--- src/rtl/pipe_pkg.sv ---
// Shared types and per-boundary bundle widths for the core's pipeline-stage registers.
package pipe_pkg;

  typedef enum logic [1:0] {
    EMPTY = 2'd0,
    ONE   = 2'd1,
    FULL  = 2'd2
  } pipe_state_t;

  localparam int unsigned IF_ID_WIDTH  = 32'd64;
  localparam int unsigned ID_EX_WIDTH  = 32'd150;
  localparam int unsigned EX_MEM_WIDTH = 32'd101;
  localparam int unsigned MEM_WB_WIDTH = 32'd71;

  // Number of held entries encoded by a state; unknown encodings report empty.
  function automatic logic [1:0] state_occupancy(input pipe_state_t s);
    logic [1:0] occ;
    case (s)
      EMPTY:   occ = 2'd0;
      ONE:     occ = 2'd1;
      FULL:    occ = 2'd2;
      default: occ = 2'd0;
    endcase
    return occ;
  endfunction

endpackage

--- src/rtl/pipe_stage_reg.sv ---
// Elastic valid/ready pipeline-stage register with flush and optional skid entry.
// A bubble always presents an all-zero payload so it decodes as a NOP bundle.
module pipe_stage_reg
  import pipe_pkg::*;
#(
  parameter int unsigned WIDTH = 32'd32,
  parameter bit          SKID  = 1'b1
) (
  input  logic             clk,
  input  logic             reset,
  input  logic             flush,
  input  logic             in_valid,
  output logic             in_ready,
  input  logic [WIDTH-1:0] in_data,
  output logic             out_valid,
  input  logic             out_ready,
  output logic [WIDTH-1:0] out_data,
  output logic [1:0]       occupancy
);

  localparam logic [WIDTH-1:0] ZERO_D = {WIDTH{1'b0}};

  pipe_state_t      state_r;
  pipe_state_t      state_s;
  logic [WIDTH-1:0] main_d_r;
  logic [WIDTH-1:0] main_d_s;
  logic [WIDTH-1:0] skid_d_r;
  logic [WIDTH-1:0] skid_d_s;
  logic             main_v_r;
  logic             skid_v_r;
  logic [1:0]       occ_r;
  logic             in_ready_s;
  logic             in_fire_s;
  logic             out_fire_s;

  // With a skid entry in_ready is a flop output; without it, a full stage
  // can only accept when the downstream is draining in the same cycle.
  generate
    if (SKID) begin : g_skid
      assign in_ready_s = ~skid_v_r;
    end else begin : g_noskid
      assign in_ready_s = ~main_v_r | out_ready;
    end
  endgenerate

  assign in_fire_s  = in_valid & in_ready_s;
  assign out_fire_s = main_v_r & out_ready;

  assign in_ready  = in_ready_s;
  assign out_valid = main_v_r;
  assign out_data  = main_d_r;
  assign occupancy = occ_r;

  // Next-state and next-payload selection; flush overrides every transfer.
  always_comb begin
    state_s  = state_r;
    main_d_s = main_d_r;
    skid_d_s = skid_d_r;
    if (flush) begin
      state_s  = EMPTY;
      main_d_s = ZERO_D;
      skid_d_s = ZERO_D;
    end else begin
      case (state_r)
        EMPTY: begin
          if (in_fire_s) begin
            state_s  = ONE;
            main_d_s = in_data;
          end else begin
            state_s  = EMPTY;
          end
        end
        ONE: begin
          if (in_fire_s && out_fire_s) begin
            state_s  = ONE;
            main_d_s = in_data;
          end else if (in_fire_s) begin
            if (SKID) begin
              state_s  = FULL;
              skid_d_s = in_data;
            end else begin
              // Not reachable without a skid entry; replacing main keeps it safe.
              state_s  = ONE;
              main_d_s = in_data;
            end
          end else if (out_fire_s) begin
            state_s  = EMPTY;
            main_d_s = ZERO_D;
          end else begin
            state_s  = ONE;
          end
        end
        FULL: begin
          if (out_fire_s) begin
            state_s  = ONE;
            main_d_s = skid_d_r;
          end else begin
            state_s  = FULL;
          end
        end
        default: begin
          state_s  = EMPTY;
          main_d_s = ZERO_D;
          skid_d_s = ZERO_D;
        end
      endcase
    end
  end

  // State, payload and registered status flags; reset clears everything at once.
  always_ff @(posedge clk or negedge reset) begin
    if (!reset) begin
      state_r  <= EMPTY;
      main_d_r <= ZERO_D;
      skid_d_r <= ZERO_D;
      main_v_r <= 1'b0;
      skid_v_r <= 1'b0;
      occ_r    <= 2'd0;
    end else begin
      state_r  <= state_s;
      main_d_r <= main_d_s;
      skid_d_r <= skid_d_s;
      main_v_r <= (state_s != EMPTY);
      skid_v_r <= (state_s == FULL);
      occ_r    <= state_occupancy(state_s);
    end
  end

endmodule

--- config.mk ---
export PLATFORM = sky130hd
export DESIGN_NAME = pipe_stage_reg
export DESIGN_NICKNAME = d
export VERILOG_FILES = /design/src/rtl/pipe_pkg.sv /design/src/rtl/pipe_stage_reg.sv
export SDC_FILE = /design/constraint.sdc
export NUM_CORES = 1
export LEC_CHECK = 0
export CAP_MARGIN = 20
export CORE_ASPECT_RATIO = 1.5
export CORE_MARGIN = 1.5
export CORE_UTILIZATION = 45
export DETAILED_ROUTE_END_ITERATION = 6
export GPL_ROUTABILITY_DRIVEN = 0
export PLACE_DENSITY = 0.71
export SLEW_MARGIN = 20
export SYNTH_ARGS = -nofsm -noshare
export SYNTH_HDL_FRONTEND = slang
export SYNTH_SLANG_ARGS = --single-unit
--- constraint.sdc ---
create_clock -name clk -period 1.75 [get_ports clk]
set_input_delay 0.35 -clock clk [delete_from_list [all_inputs] [get_ports clk]]
set_output_delay 0.35 -clock clk [all_outputs]
set_load 0.02 [all_outputs]
==> results.json <==
{
  "start_util_pct": 46.5,
  "synth_cells": 333,
  "grt_usage_pct": 22.5,
  "crit_family": "buffers and inverters",
  "cp.buffers_inverters": 1,
  "ys_warn_count": 0,
  "grt_setup_unrepaired": "false",
  "tns_ns": 0,
  "place_area_um2": 4610,
  "cts_buffers": 9,
  "clock_path_buffers": 2,
  "synth_area_um2": 3560,
  "status": "finished, final reports clean",
  "min_period_ns": 1.69,
  "nets": 458,
  "grt_first_pass_wirelength_mm": 14.5,
  "grt_pass1_vias": 2998,
  "slew_viol_final": 0,
  "drive_gt1_share_pct": 20.4,
  "worstSetupPathType": "flop to output port",
  "hpwl_mm": 6.04,
  "antenna-diode-count": 0,
  "synth_nets": 370,
  "grt_overflow": 0,
  "whs_ns": 0.494,
  "worst_pin_slew_ns": 0.506,
  "cap_violations": 0,
  "h-tree-depth": 3,
  "crit_path_end_kind": "output port",
  "avgSynthCellArea_um2": 10.7,
  "cp-start-kind": "flop",
  "fmax_mhz": 592,
  "vdd_drop_max_mv": 0.661,
  "drt_iter0_drc": 128,
  "synth.distinct_cells": 29,
  "die_y_um": 112,
  "slowest_stage": "clkdlybuf4s50_1",
  "viasPerCell": 5.53,
  "ant_nets": 0,
  "cts-root-buf": "clkbuf_16",
  "fin_crit_sh_pct": 96.6,
  "fin_worst_skew_ns": 0.00369,
  "avgRoutedWirePerCell_um": 16.7,
  "synth_seq_cells": 69,
  "min_path_type": "flop to flop",
  "clk_latency_ns": 0.33,
  "area_delta_synth_final_pct": 39.6,
  "crit_chain": "clkdlybuf4s50_1",
  "final_area_um2": 4970,
  "path_max_fanout": 3,
  "regArea_um2": 1730,
  "die_x_um": 75.6,
  "drc": 0,
  "antenna_found_initial": 0,
  "rows": 39,
  "cts.sinks": 69,
  "timing.slew.headroom_pct": 66.3,
  "fillerInstances": 642,
  "io_pins": 73,
  "p_leak_uw": 0.00211,
  "required_ns": 1.40,
  "slowest_delay_ns": 0.62,
  "multiInputGateArea_um2": 1670,
  "die_area_um2": 8470,
  "preCtsSetupSlack_ns": -0.127,
  "setup_slack_ns": 0.0600,
  "clkTransAtPathRegs_ns": 0.05,
  "wl_mm": 8.82,
  "vias": 2921,
  "core_area_um2": 7660,
  "dr.pass1.iters": 4,
  "final_common_cell": "dfrtp_1",
  "hold_viol": 0,
  "post-cts-setup-buffers": 0,
  "worst_ep_arrival_time_ns": 1.34,
  "cts_tree": "done",
  "rrSetupSlack_ns": 0.21,
  "grt_max_degree": 26,
  "powerDensity_nw_per_um2": 1020,
  "portBuffers": 72,
  "layout_common_cells": "dfrtp_1 (69), clkdlybuf4s50_1 (68), a21oi_1 (47)",
  "yosysSeqAreaShare_pct": 48.5,
  "final-setup-viol-count": 0
}
[cell type report]
type                       instances  share of cell area, %
sequential                        69                   34.7
multi-input combinational        235                   33.7
timing repair buffer             104                   21.9
clock buffer                      10                   4.81
tap                              102                   2.57
clock inverter                     6                   2.21
inverter                           2                  0.151
[state kept, by name, summed over array words and instances (netlist names)]
name       count
state_r        2
out_valid      1
occupancy      2
skid_d_r      32
out_data      32
[synthesized netlist by cell type]
master	instances	share of area [%]
o2bb2ai_2	30	13
o21ai_1	33	4.6
a22oi_1	10	2.1
a221oi_1	2	0.49
buf_1	5	0.53
mux2i_1	32	9.0
nand2_1	35	3.7
nand4b_1	1	0.25
nand2b_1	1	0.18
nor2b_1	2	0.35
and2b_1	2	0.42
buf_2	5	0.70
a32oi_2	1	0.46
a21oi_1	48	6.7
or2_2	1	0.18
a21o_1	1	0.21
a21o_4	1	0.42
clkbuf_1	4	0.42
dfrtp_1	69	48
o2bb2ai_1	2	0.49
o21ai_0	1	0.14
buf_6	3	0.95
a21oi_2	3	0.74
buf_4	10	2.1
inv_1	2	0.21
nand3_1	3	0.42
nor2_1	24	2.5
nor2_2	1	0.18
nand4bb_1	1	0.32
[routing by layer]
metal  up-vias  share of wire (%)  GRT usage [%]
li1       1387                  -              -
met1      1449                 41           28.4
met2        75                 53           37.1
met3        10                4.3           5.16
met4         0                1.7           7.86
met5         -                  0              0
[repair_timing]
item,in CTS,in global routing
hold buffers,1,0
resized for setup,1,2
gates cloned,0,0
hold endpoints to repair,14,0
endpoints found under the setup margin,1,2
[worst paths after layout]
check,start,to,cells past startpoint
max,out_valid,out_valid,1
min,out_data[8],out_data[8],1
max reg2reg,state_r[0],out_data[18],5
min reg2reg,out_data[8],out_data[8],1
max in group asynchronous,reset,skid_d_r[9],3
min in group asynchronous,reset,out_data[22],2
[cell families (layout without fill, tap and decap cells)]
| family | Yosys count | count (layout) | synth area share (%) |
|---|---|---|---|
| AND/OR/NAND/NOR | 71 | 71 | 8.50 |
| AO/OA/AOI/OAI | 132 | 132 | 29.1 |
| flip-flops | 69 | 69 | 48.5 |
| multiplexers | 32 | 32 | 9.00 |
| buffers and inverters | 29 | 122 | 4.92 |
[worst register-to-register path: cells and delay by family (launching register included)]
| family | cells | cell delay [ns] |
|---|---|---|
| DFF | 1 | 0.46 |
| and+or+nand+nor | 1 | 0.25 |
| buffers and inverters | 1 | 0.18 |
| AOI/OAI and AO/OA | 3 | 0.55 |
[power breakdown]
part           switching, uW  leakage [uW]  internal, uW  total, uW
clock                    668      0.000165          1430       2090
sequential               106      0.000941          1730       1840
combinational            608       0.00101           527       1130
[stage by stage]
step / total power, uW / std cells / utilization [%]
2_1_floorplan: 2480 / 333 / -
3_3_place_gp: 2980 / 511 / 60.2
3_5_place_dp: 3000 / 511 / 60.2
4_1_cts: 5130 / 528 / 64.8
5_1_grt: 5290 / 528 / 64.9
6_report: 5070 / 528 / 64.9
(Power assumes the default switching activity.)
